File: src/rtl/tmds_pkg.sv
// Shared TMDS constants: symbol width, control tokens, clock-lane pattern
// and a bit-order helper used by the serializer and the encoder.
package tmds_pkg;

    localparam int TMDS_WORD_W = 10;

    // Control tokens indexed by {C1,C0}
    localparam logic [TMDS_WORD_W-1:0] CTRL_00 = 10'b1101010100;
    localparam logic [TMDS_WORD_W-1:0] CTRL_01 = 10'b0010101011;
    localparam logic [TMDS_WORD_W-1:0] CTRL_10 = 10'b0101010100;
    localparam logic [TMDS_WORD_W-1:0] CTRL_11 = 10'b1010101011;

    // Five ones then five zeros on the wire when sent bit 0 first
    localparam logic [TMDS_WORD_W-1:0] TMDS_CLK_PATTERN = 10'b0000011111;

    function automatic logic [TMDS_WORD_W-1:0] bit_reverse(input logic [TMDS_WORD_W-1:0] w);
        logic [TMDS_WORD_W-1:0] r;
        for (int i = 0; i < TMDS_WORD_W; i++) begin
            r[i] = w[TMDS_WORD_W-1-i];
        end
        return r;
    endfunction

endpackage

File: src/rtl/tmds_lane_shifter.sv
// One output lane: parallel-load shift register emitting OUT_BITS per cycle
// from its low end. The output is taken straight from register bits.
module tmds_lane_shifter
    import tmds_pkg::*;
#(
    parameter int                WORD_W     = TMDS_WORD_W,
    parameter int                OUT_BITS   = 1,
    parameter logic [WORD_W-1:0] RESET_WORD = '0
) (
    input  logic                clk,
    input  logic                rst_n,
    input  logic                load,
    input  logic [WORD_W-1:0]   load_word,
    output logic [OUT_BITS-1:0] bits
);

    logic [WORD_W-1:0] sreg;

    // Take a new symbol on load, otherwise move the next group to the low end
    always_ff @(posedge clk or negedge rst_n) begin
        if (!rst_n) begin
            sreg <= RESET_WORD;
        end else if (load) begin
            sreg <= load_word;
        end else begin
            sreg <= sreg >> OUT_BITS;
        end
    end

    assign bits = sreg[OUT_BITS-1:0];

endmodule

File: src/rtl/tmds_serializer.sv
// TMDS gearbox: one-word holding register in front of NUM_CH data shifters
// plus a clock-lane shifter, all reloaded together at the end of each word.
// Missing data at a load boundary is replaced by IDLE_SYM and counted.
module tmds_serializer
    import tmds_pkg::*;
#(
    parameter int                NUM_CH    = 3,
    parameter int                WORD_W    = TMDS_WORD_W,
    parameter int                OUT_BITS  = 1,
    parameter bit                LSB_FIRST = 1'b1,
    parameter logic [WORD_W-1:0] IDLE_SYM  = CTRL_00
) (
    input  logic                         clk_tmds,
    input  logic                         rst_n,
    input  logic                         enable,
    input  logic [NUM_CH*WORD_W-1:0]     word_in,
    input  logic                         word_valid,
    output logic                         word_ready,
    output logic [NUM_CH*OUT_BITS-1:0]   ser_out,
    output logic [OUT_BITS-1:0]          clk_ser_out,
    output logic                         word_strobe,
    output logic                         underflow,
    output logic [15:0]                  underflow_count
);

    localparam int SLOTS  = WORD_W / OUT_BITS;
    localparam int SLOT_W = (SLOTS > 1) ? $clog2(SLOTS) : 1;
    localparam logic [SLOT_W-1:0] LAST_SLOT = SLOT_W'(SLOTS - 1);
    // Low half ones, high half zeros: the clock pattern for any even width
    localparam logic [WORD_W-1:0] CLK_WORD = {WORD_W{1'b1}} >> (WORD_W - WORD_W / 2);

    if (!(OUT_BITS == 1 || OUT_BITS == 2 || OUT_BITS == 5) || (WORD_W % OUT_BITS) != 0) begin : g_bad_gearing
        $error("tmds_serializer: OUT_BITS must be 1, 2 or 5 and divide WORD_W");
    end

    // MSB-first lanes are realised by reversing the symbol once at load
    function automatic logic [WORD_W-1:0] orient(input logic [WORD_W-1:0] w);
        logic [WORD_W-1:0] r;
        for (int i = 0; i < WORD_W; i++) begin
            r[i] = LSB_FIRST ? w[i] : w[WORD_W-1-i];
        end
        return r;
    endfunction

    localparam logic [WORD_W-1:0] IDLE_TX = orient(IDLE_SYM);

    logic [SLOT_W-1:0]        slot;
    logic                     load;
    logic                     transfer;
    logic                     hold_full;
    logic [NUM_CH*WORD_W-1:0] hold_word;
    logic [NUM_CH*WORD_W-1:0] load_src;
    logic                     starve;

    assign load       = (slot == LAST_SLOT);
    assign word_ready = !hold_full || (load && enable);
    assign transfer   = word_valid && word_ready;

    // Free-running position within the current symbol
    always_ff @(posedge clk_tmds or negedge rst_n) begin
        if (!rst_n) begin
            slot <= '0;
        end else if (load) begin
            slot <= '0;
        end else begin
            slot <= slot + 1'b1;
        end
    end

    // Pick what the shifters take at the next load: hold, bypass or idle
    always_comb begin
        load_src = {NUM_CH{IDLE_SYM}};
        starve   = 1'b0;
        if (enable) begin
            if (hold_full) begin
                load_src = hold_word;
            end else if (transfer) begin
                load_src = word_in;
            end else begin
                starve = 1'b1;
            end
        end
    end

    // Hold occupancy, strobe and underflow bookkeeping
    always_ff @(posedge clk_tmds or negedge rst_n) begin
        if (!rst_n) begin
            hold_full       <= 1'b0;
            word_strobe     <= 1'b0;
            underflow       <= 1'b0;
            underflow_count <= '0;
        end else begin
            word_strobe <= load;
            underflow   <= load && starve;
            if (load && starve && underflow_count != 16'hFFFF) begin
                underflow_count <= underflow_count + 16'd1;
            end
            if (transfer) begin
                // Only a bypass (load, enabled, hold empty) leaves the hold empty
                hold_full <= hold_full || !load || !enable;
            end else if (load && enable) begin
                hold_full <= 1'b0;
            end
        end
    end

    // Hold data needs no reset: it is qualified by hold_full
    always_ff @(posedge clk_tmds) begin
        if (transfer) begin
            hold_word <= word_in;
        end
    end

    for (genvar k = 0; k < NUM_CH; k++) begin : g_lane
        logic [WORD_W-1:0]   lane_word;
        logic [OUT_BITS-1:0] lane_bits;

        assign lane_word = orient(load_src[k*WORD_W +: WORD_W]);

        tmds_lane_shifter #(
            .WORD_W     (WORD_W),
            .OUT_BITS   (OUT_BITS),
            .RESET_WORD (IDLE_TX)
        ) u_shift (
            .clk       (clk_tmds),
            .rst_n     (rst_n),
            .load      (load),
            .load_word (lane_word),
            .bits      (lane_bits)
        );

        assign ser_out[k*OUT_BITS +: OUT_BITS] = lane_bits;
    end

    tmds_lane_shifter #(
        .WORD_W     (WORD_W),
        .OUT_BITS   (OUT_BITS),
        .RESET_WORD (CLK_WORD)
    ) u_clk_shift (
        .clk       (clk_tmds),
        .rst_n     (rst_n),
        .load      (load),
        .load_word (CLK_WORD),
        .bits      (clk_ser_out)
    );

endmodule

File: config.mk
export PLATFORM = sky130hd
export DESIGN_NAME = tmds_serializer
export DESIGN_NICKNAME = d
export VERILOG_FILES = /design/src/rtl/tmds_pkg.sv /design/src/rtl/tmds_lane_shifter.sv /design/src/rtl/tmds_serializer.sv
export SDC_FILE = /design/constraint.sdc
export NUM_CORES = 1
export LEC_CHECK = 0
export ABC_AREA = 1
export ABC_CLOCK_PERIOD_IN_PS = 4200
export CAP_MARGIN = 20
export CORE_MARGIN = 5
export CORE_UTILIZATION = 35
export CTS_CLUSTER_DIAMETER = 40
export DETAILED_ROUTE_END_ITERATION = 6
export PLACE_DENSITY = 0.68
export SKIP_CTS_REPAIR_TIMING = 1
export SYNTH_ARGS = -nofsm -noshare
export SYNTH_HDL_FRONTEND = slang
export SYNTH_SLANG_ARGS = --single-unit
File: constraint.sdc
create_clock -name clk_tmds -period 4.2 [get_ports clk_tmds]
set_input_delay 0.42 -clock clk_tmds [delete_from_list [all_inputs] [get_ports clk_tmds]]
set_output_delay 0.42 -clock clk_tmds [all_outputs]
set_load 0.02 [all_outputs]
After elaboration in Yosys (flattened, before gate mapping). Cells that the tools add are included.

$add $sub $neg: 2. Equality and inequality tests: 2. Multiplexer cells: 13. Reduce and logical (&&, ||, !) cells: 11.

Operators with widths (count): 30-bit two-way mux (3); 10-bit two-way mux (3); 16-bit by 1-bit adder with 16-bit output (second input constant) (1); 16-bit inequality test (second input constant) (1); 9-bit two-way mux (1); 1-bit two-way mux (5); 4-bit by 1-bit adder with 4-bit output (second input constant) (1); 4-bit == test (second input constant) (1); 1-bit logical AND (4); 4-bit two-way mux (1); 1-bit zero test (3); 1-bit logical OR (3); 2-bit nonzero test (1).

Register bits: 93. Output and inout port bits: 23. Word-level logic and storage cells: 38.

Longest topological paths before layout. Gate-level depths: netlist of the first run.

Depth after elaboration: 9. Gate-level depth with buffers: 9.

Hierarchy. Synthesis of the first run repeated with hierarchy kept, for this count alone.

Cells, all modules: 477. Area, all modules: 4221.5 sq um.

Modules (own cells, without submodules): tmds_serializer (instances 1, cells an instance 313, area each 2700.1 sq um, seq. area each 1476.4 sq um); tmds_lane_shifter (instances 4, cells an instance 41, area each 380.4 sq um, seq. area each 256.5 sq um).

Least setup slack after synthesis of the first run. No wires, ideal clock.

Kind: flip-flop to flip-flop. From: reg slot[1]. To: reg hold_word[0], enable pin. Data arrival time: 2.543 ns. Data required time: 3.773 ns. Setup slack: 1.230 ns. Cell stages (with the launch flop): 7. Cells stage by stage: dfrtp_1 > inv_1 > nand4_1 > nor2_2 > inv_1 > clkbuf_1 > a21oi_1.

Cells in the longest elaborated chain, start to end: 4.

Ends and longest elaborated chain: from (decl) (RTL line tmds_serializer.sv:47) `logic [SLOT_W-1:0] slot;`; from (signal assigned) (RTL line tmds_serializer.sv:66) `slot <= slot + 1'b1;`; 4-bit == test (RTL line tmds_serializer.sv:55) `assign load = (slot == LAST_SLOT);`; 1-bit logical AND (RTL line tmds_serializer.sv:56) `assign word_ready = !hold_full || (load && enable);`; 1-bit logical OR (RTL line tmds_serializer.sv:56); 1-bit logical AND (RTL line tmds_serializer.sv:57) `assign transfer = word_valid && word_ready;`; to (signal assigned) (RTL line tmds_serializer.sv:110) `hold_word <= word_in;`; to (decl) (RTL line tmds_serializer.sv:51) `logic [NUM_CH*WORD_W-1:0] hold_word;`.

No other way between the ends. A chain may end at the register's enable or synchronous reset.

Final worst setup path of the first run.
From: reg slot[2]. To: out word_ready.

Cells in the longest elaborated chain, start to end: 3.

Ends and longest elaborated chain: 4-bit == test (RTL line tmds_serializer.sv:55); 1-bit logical AND (RTL line tmds_serializer.sv:56); 1-bit logical OR (RTL line tmds_serializer.sv:56); to (decl) (RTL line tmds_serializer.sv:18) `output logic word_ready,`.

No other way between the ends.

==> flow_metrics.env, run 1 <==
export IMPL_cts_made_buffers=9
export IMPL_setup_violations_final=0
export IMPL_antenna_found_initial=0
export IMPL_fin_tns_setup_ns=0
export IMPL_place_hpwl_um=5380
export IMPL_via_per_inst=4.90
export IMPL_synth_area_um2=3690
export IMPL_path_max_fanout=22
export IMPL_placed_cells_incl_taps=535
export IMPL_start_util_pct=35.8
export IMPL_area_delta_synth_final_pct=24.7
export IMPL_end_kind="primary output"
export IMPL_num_vias=2699
export IMPL_overflow=0
export IMPL_io_buffers=56
export IMPL_seqCellArea_um2=2380
export IMPL_path_common_cell="inv_1"
export IMPL_synth_warnings=0
export IMPL_drt_wl_total_um=8180
export IMPL_async_flop_share_pct=65.9
export IMPL_yosysTopAreaCellShare_pct=25.8
export IMPL_critPathLaunch="slot[2]"
export IMPL_grt_pass1_vias=2737
export IMPL_drive_above_1_share_pct=13.5
export IMPL_syn_area_per_cell_um2=10.4
export IMPL_gr_usage_all_layers_pct=13.6
export IMPL_drt_wirelength_per_cell_um=14.8
export IMPL_crit_type="reg2out"
export IMPL_die_area_um2=12700
export IMPL_clkSinkCount=88
export IMPL_path_clk_slew_ns=0.09
export IMPL_cts_tree="yes"
export IMPL_preCtsSetupSlack_ns=0.934
export IMPL_max_slew_margin_rel_pct=33.0
export IMPL_synth_area_leaders="dfrtp_1, edfxtp_1, dfstp_2"
export IMPL_ys_flop_type="dfrtp_1"
export IMPL_drtPass1Iterations=4
export IMPL_grt_pass1_wl_um=13600
export IMPL_drtAntennaViolNets=0
export IMPL_cp_cell_sequence="inv_1 -> nand4_1 -> buf_4 -> nor2_2 -> inv_1 -> nand2_1 -> clkdlybuf4s50_1"
export IMPL_layout_cells_non_filler=551
export IMPL_die_x_um=113
export IMPL_nets=445
export IMPL_fin_ws_ns=0.816
export IMPL_multi_input_area_um2=1160
export IMPL_core_um2=10300
export IMPL_rsz0062_at_grt="no"
export IMPL_synth_seq_cells=88
export IMPL_die_h_um=113
export IMPL_r2r_start="slot[2]"
export IMPL_post_route_min_period_ns=3.38
export IMPL_synth_edf_count=30
export IMPL_total_power_mw=1.65
export IMPL_synthMostInstantiatedCell="nand2_1"
export IMPL_clk_path_buf_depth=2
export IMPL_antenna_diode_count=0
export IMPL_hold_path_class="in2async"
export IMPL_ioPinCount=57
export IMPL_synthCells=355
export IMPL_grt_max_degree=59
export IMPL_max_stage_delay_ns=0.62
export IMPL_ys_seq_area_share_pct=64.4
export IMPL_synth_commonest_cells="nand2_1, dfrtp_1, edfxtp_1"
export IMPL_peakVddDrop_mv=0.152
export IMPL_hold_violations=0
export IMPL_required_ns=3.78
export IMPL_p_leak_nw=1.90
export IMPL_fin_skew_ns=0.0106
export IMPL_crit_arrival_ns=2.96
export IMPL_cts_root_buffer="clkbuf_8"
export IMPL_drt_iter0_drc=176
export IMPL_tightest_slew_ns=1.00
export IMPL_fillCellCount=984
export IMPL_clk_latency_ns=0.37
export IMPL_drv_cap=0
export IMPL_fmax_mhz=296
export IMPL_rows=37
export IMPL_htreeDepth=3
export IMPL_synthDistinctLibCells=31
export IMPL_critPathSlowestCell="clkdlybuf4s50_1"
export IMPL_p_per_area_nw_per_um2=358
export IMPL_outcome="finished, final reports clean"
export IMPL_fin_crit_sh_pct=80.6
export IMPL_syn_num_nets=390
export IMPL_drc=0
export IMPL_routabilityCongestion=0.810
export IMPL_cp_start_kind="register"
export IMPL_yosysTopAreaCell="dfrtp_1"
export IMPL_drv_slew=0
[cells by family (layout without fill, tap and decap cells)]
| group | count (synthesis) | count (layout) | share of synthesized area (%) |
|---|---|---|---|
| compound gates | 75 | 75 | 12.0 |
| xor+xnor | 7 | 7 | 1.66 |
| fa+ha+maj | 1 | 1 | 0.339 |
| buf+inv | 36 | 96 | 4.57 |
| flops | 88 | 88 | 64.4 |
| simple gates | 148 | 148 | 17.1 |
[critical path, delay by kind of cell (launching register included)]
family / cells / cell delay [ns]
buffers and inverters: 4 / 1.41
flip-flops: 1 / 0.41
AND/OR/NAND/NOR: 3 / 0.77
[final cells by class]
cell class,instances,share of cell area [%]
Clock buffer,11,3.29
Clock inverter,5,1.90
Inverter,21,1.77
Multi-Input combinational cell,231,25.1
Sequential cell,88,51.6
Tap cell,136,3.70
Timing Repair Buffer,59,12.6
[cell usage in the layout, fill, tap and decap left out, drive strengths merged]
cell           instances
nand4                  5
dfrtp                 38
a22oi                 15
nand2                 99
o21ai                 26
clkinvlp               1
xor2                   2
o22ai                 12
nand3                  6
inv                   22
o211ai                 1
or2                    4
clkinv                 1
clkdlybuf4s50         55
buf                    4
nor2                  33
ha                     1
bufinv                 2
edfxtp                30
xnor2                  5
dfstp                 20
nor3                   1
clkbuf                11
a21oi                 21
[final timing paths]
path	to	slack, ns	depth (start not counted)
setup / recovery	word_ready	0.82	7
hold / removal	underflow_count[11]	0.20	2
setup reg to reg	hold_word[24]	1.11	6
hold reg to reg	g_lane[1].u_shift.sreg[0]	0.46	2
max in group asynchronous	g_lane[1].u_shift.sreg[7]	3.53	2
min in group clk_tmds	g_lane[1].u_shift.sreg[0]	0.46	2
[sequential cells by signal, indices dropped and copies added (netlist names)]
name	cells
hold_full	1
u_clk_shift.sreg	5
slot	4
word_strobe	1
underflow	1
hold_word	30
g_lane.u_shift.sreg	30
underflow_count	16
[power by group]
| part | total (mW) | internal [mW] | switching (mW) |
|---|---|---|---|
| clock | 0.685 | 0.373 | 0.312 |
| combinational | 0.0708 | 0.0332 | 0.0376 |
| sequential | 0.894 | 0.894 | 0.000268 |
| total | 1.65 | 1.30 | 0.350 |
[layer usage]
layer,share of wire (%),global-route usage (%),vias to the layer above
li1,-,-,1308
met1,45,17.6,1322
met2,47,21.1,61
met3,5.7,4.12,8
met4,1.4,6.17,0
met5,0,0,-
[stage by stage]
step	hold WS, ns	area (µm²)	utilization, %
after floorplan	0.124	3690	-
after global placement	0.456	4360	42.3
after detailed placement	0.445	4360	42.3
after CTS	0.218	4600	44.6
after global routing	0.254	4600	44.6
final	0.196	4600	44.6
No activity file was read; power rests on OpenSTA's default activity.
==> run 2: changes to the inputs <==
--- a/config.mk
+++ b/config.mk
@@ -6,7 +6,7 @@
 export NUM_CORES = 1
 export LEC_CHECK = 0
 export ABC_AREA = 1
-export ABC_CLOCK_PERIOD_IN_PS = 4200
+export ABC_CLOCK_PERIOD_IN_PS = 3450
 export CAP_MARGIN = 20
 export CORE_MARGIN = 5
 export CORE_UTILIZATION = 35
==> constraint.sdc (replaced) <==
create_clock -name clk_tmds -period 3.45 [get_ports clk_tmds]
set_input_delay 0.345 -clock clk_tmds [delete_from_list [all_inputs] [get_ports clk_tmds]]
set_output_delay 0.345 -clock clk_tmds [all_outputs]
set_load 0.02 [all_outputs]
==> flow_metrics.env, run 2 (synthesis gave the netlist of run 1 again) <==
export IMPL_drv_slew=0
export IMPL_rows=37
export IMPL_die_h_um=113
export IMPL_die_area_um2=12700
export IMPL_final_cell_mix="nand2_1, clkdlybuf4s50_1, dfrtp_1, edfxtp_1, nor2_1"
export IMPL_drt_wl_total_um=8190
export IMPL_top_regs="g_lane.u_shift.sreg (30), hold_word (30), underflow_count (16)"
export IMPL_routabilityCongestion=0.810
export IMPL_path_max_fanout=22
export IMPL_layout_cells_non_filler=554
export IMPL_start_util_pct=35.8
export IMPL_peakVddDrop_mv=0.158
export IMPL_ioPinCount=57
export IMPL_p_per_area_nw_per_um2=421
export IMPL_holdWs_ns=0.0818
export IMPL_htreeDepth=3
export IMPL_cts_tree="yes"
export IMPL_place_hpwl_um=5600
export IMPL_use_met3_pct=4.44
export IMPL_rrSetupSlack_ns=1.12
export IMPL_hold_path_class="in2async"
export IMPL_overflow=0
export IMPL_max_slew_margin_rel_pct=40.2
export IMPL_cts_root_buffer="clkbuf_8"
export IMPL_setup_violations_final=0
export IMPL_grt_max_degree=38
export IMPL_cp_start_kind="register"
export IMPL_rr_worst_depth=7
export IMPL_nets=448
export IMPL_final_common_cell="nand2_1"
export IMPL_crit_path_end="word_ready"
export IMPL_post_route_min_period_ns=2.73
export IMPL_core_um2=10300
export IMPL_drtAntennaViolNets=0
export IMPL_io_buffers=56
export IMPL_placed_cells_incl_taps=538
export IMPL_total_power_mw=1.94
export IMPL_drive_above_1_share_pct=13.4
export IMPL_met2_usage_pct=20.9
export IMPL_cts_made_buffers=9
export IMPL_grt_pass1_vias=2689
export IMPL_fin_skew_ns=0.00975
export IMPL_rsz0062_at_grt="no"
export IMPL_grtUsageMet1_pct=17.1
export IMPL_clk_path_buf_depth=2
export IMPL_hold_violations=0
export IMPL_fmax_mhz=367
export IMPL_clk_latency_ns=0.36
export IMPL_num_vias=2680
export IMPL_required_ns=3.11
export IMPL_critPathLaunch="slot[0]"
export IMPL_gr_usage_all_layers_pct=13.3
export IMPL_p_leak_nw=1.90
export IMPL_drc=0
export IMPL_clkSinkCount=88
export IMPL_drt_wirelength_per_cell_um=14.8
export IMPL_drt_iter0_drc=198
export IMPL_die_x_um=113
export IMPL_fin_tns_setup_ns=0
export IMPL_tightest_slew_ns=0.898
export IMPL_end_kind="primary output"
export IMPL_fin_crit_sh_pct=79.0
export IMPL_outcome="finished, final reports clean"
export IMPL_antenna_diode_count=0
export IMPL_r2r_start="slot[1]"
export IMPL_via_per_inst=4.84
export IMPL_path_clk_slew_ns=0.08
export IMPL_drv_cap=0
export IMPL_rr_endpoint="hold_word[18]"
export IMPL_drtPass1Iterations=5
export IMPL_busiest_layer="met2"
export IMPL_area_delta_synth_final_pct=24.6
export IMPL_antenna_found_initial=0
export IMPL_fillCellCount=960
export IMPL_crit_type="reg2out"
export IMPL_grt_pass1_wl_um=13500
export IMPL_crit_arrival_ns=2.38
-- run 2: cell count changes in the layout (fill, tap and decap cells not counted) --
| cell | delta |
|---|---|
| clkbuf_1 | +1 |
| clkinv_1 | +2 |
| inv_8 | -1 |
| buf_4 | +3 |
| clkbuf_8 | -2 |
| clkinvlp_4 | -1 |
| clkinv_4 | +1 |
-- run 2: worst min-delay path by stage --
stage                         startpoint                   endpoint  slack [ns]  depth (start not counted)
2_1_floorplan                      rst_n  g_lane[0].u_shift.sreg[0]        0.05                          0
3_3_place_gp   g_lane[0].u_shift.sreg[1]  g_lane[0].u_shift.sreg[0]        0.45                          2
3_5_place_dp   g_lane[0].u_shift.sreg[1]  g_lane[0].u_shift.sreg[0]        0.45                          2
4_1_cts                            rst_n                    slot[0]        0.11                          1
5_1_grt                            rst_n        underflow_count[13]        0.16                          1
6_report                           rst_n                    slot[3]        0.08                          1
-- run 2: metrics by stage --
| stage | cell area, µm² | setup WS (ns) | utilization (%) |
|---|---|---|---|
| floorplan | 3690 | 0.480 | - |
| finish | 4600 | 0.724 | 44.6 |
| detailed placement | 4390 | 0.981 | 42.5 |
| global placement | 4390 | 1.01 | 42.5 |
| CTS | 4600 | 0.701 | 44.6 |
| global route | 4600 | 0.580 | 44.6 |
-- run 2: layer usage --
layer / routed length [µm] / vias up
met5: 0 / -
met1: 3660 / 1307
met2: 3900 / 57
met4: 131 / 0
li1: - / 1309
met3: 493 / 7
-- run 2: report_power, final --
part / internal [mW] / leakage [nW] / switching, mW
Sequential: 1.09 / 1.01 / 0.000333
Combinational: 0.0419 / 0.784 / 0.0465
Clock: 0.406 / 0.106 / 0.354
Total: 1.54 / 1.90 / 0.401
-- run 2: layout make-up --
class / instances / area (µm²) / area share, %
clock buffer: 10 / 128 / 2.77
clock inverter: 6 / 85.1 / 1.85
inverter: 21 / 81.3 / 1.77
multi-input combinational: 231 / 1160 / 25.2
sequential: 88 / 2380 / 51.7
tap: 136 / 170 / 3.70
timing repair buffer: 62 / 601 / 13.1
-- run 2: critical path, cell delays in order, from the launching register on --
cell and delay, ns:
dfrtp_1 0.43, nand4_1 0.11, buf_4 0.26, nor2_2 0.06, inv_1 0.46, nand2_1 0.14, clkdlybuf4s50_1 0.57
==> variant (config.mk and constraints of run 1) <==
Set the parameter `NUM_CH` to 6 (it was 3).
--- a/src/rtl/tmds_serializer.sv
+++ b/src/rtl/tmds_serializer.sv
@@ -4,7 +4,7 @@
 module tmds_serializer
     import tmds_pkg::*;
 #(
-    parameter int                NUM_CH    = 3,
+    parameter int                NUM_CH    = 6,
     parameter int                WORD_W    = TMDS_WORD_W,
     parameter int                OUT_BITS  = 1,
     parameter bit                LSB_FIRST = 1'b1,
Interface: changed (resized ser_out and word_in); port bits go from 57 to 90. No check against the original RTL was run, so the function may have changed too.
==> variant against run 1 <==
Routed wire length increased by 75%. Sequential cell count increased by 60. Power increased by 88%. Synthesized cell count increased by 47%. Design area increased by 64%. Fmax increased by 23%. Largest power group unchanged. Synthesized area increased by 60%. Worst setup slack improved by 0.62 ns. Hold slack got worse by 0.16 ns.
==> variant: results <==
metrics = {
    "yosys": {
        "ys_top_cells_by_area": "edfxtp_1 (30%), dfrtp_1 (22%), dfstp_2 (16%)",
        "synth_nets": 587,
        "synth_top_family_by_area": "compound AO/OA/AOI/OAI gates",
        "ys_seq_area_share_pct": 68.5,
        "synth_compound_area_share_pct": 13.7,
        "ys_types": 32,
        "synthAdderAreaFrac_pct": 0.212,
        "synthXorXnorAreaFrac_pct": 1.04,
        "synth_cells": 522,
        "synth_commonest_cells": "nand2_1 (107), edfxtp_1 (60), dfrtp_1 (53), o21ai_0 (43), nor2_1 (42)",
        "synth-async-reset-ratio_pct": 59.5,
        "synth_edf_count": 60,
    },
    "drt": {
        "dr_wl_met3_um": 948,
        "first_iter_violations": 335,
        "wl_met1_mm": 6.26,
        "vias_per_cell": 5.10,
    },
    "final_layout": {
        "drive_gt1_share_pct": 14.6,
        "reg_top3": "g_lane.u_shift.sreg (60), hold_word (60), underflow_count (16)",
        "fillers": 1550,
        "instances_no_fill": 837,
    },
    "power": {
        "switching_share_pct": 20.4,
        "p_comb_uw": 137,
        "max-vdd-ir-drop_mv": 0.303,
        "powerDensity_nw_per_um2": 411,
        "pg_seq_mw": 1.52,
    },
    "worst_setup_path": {
        "r2r_start": "hold_full",
        "crit_start": "enable",
        "critPathArrivalTime_ns": 2.34,
        "crit_fanout": 30,
        "timing.reg2reg.setup_slack_ns": 1.81,
    },
    "grt": {
        "grt_pass1_wl_mm": 22.8,
        "use_met1_pct": 18.6,
        "grt_usage_pct": 14.6,
        "grt_pass1_vias": 4462,
        "use_met3_pct": 5.01,
    },
    "sta": {
        "clock_skew_ns": 0.0107,
        "whs_ns": 0.0326,
        "setup_slack_ns": 1.44,
        "worstMarginPinSlew_ns": 1.07,
    },
    "placed_design": {
        "place.gp.congestion": 0.852,
        "dp_hpwl_mm": 9.04,
        "port_buffers": 89,
        "dpl_cell_area_um2": 6990,
    },
    "clock_tree": {
        "cts_buffers": 17,
        "cts_root_buf": "clkbuf_16",
        "path_clk_slew_ns": 0.05,
        "ctsHtreeMaxLevel": 4,
        "clock_latency_ns": 0.42,
    },
    "status": {
        "status": "completed",
    },
}
-- variant: cell type report --
cell class                 count  area (um2)  area share (%)
sequential                   148        4050            53.5
multi-input combinational    320        1630            21.5
tap                          220         275            3.64
inverter                      21        81.3            1.08
timing repair buffer          96         953            12.6
clock buffer                  24         502            6.63
clock inverter                 8        73.8           0.976
-- variant: worst paths after layout --
check	endpoint	cells past startpoint
worst max-delay path	word_ready	7
worst min-delay path	g_lane[0].u_shift.sreg[1]	1
worst max register to register	g_lane[0].u_shift.sreg[8]	4
worst min register to register	g_lane[0].u_shift.sreg[0]	2
max in group asynchronous	g_lane[3].u_shift.sreg[4]	2
min in group clk_tmds	g_lane[0].u_shift.sreg[0]	2
-- variant: critical path, stage by stage --
cell and delay [ns]:
clkdlybuf4s50_1 0.42, inv_1 0.20, nor2_2 0.08, inv_1 0.17, buf_4 0.35, nand2_1 0.12
clkdlybuf4s50_1 0.57
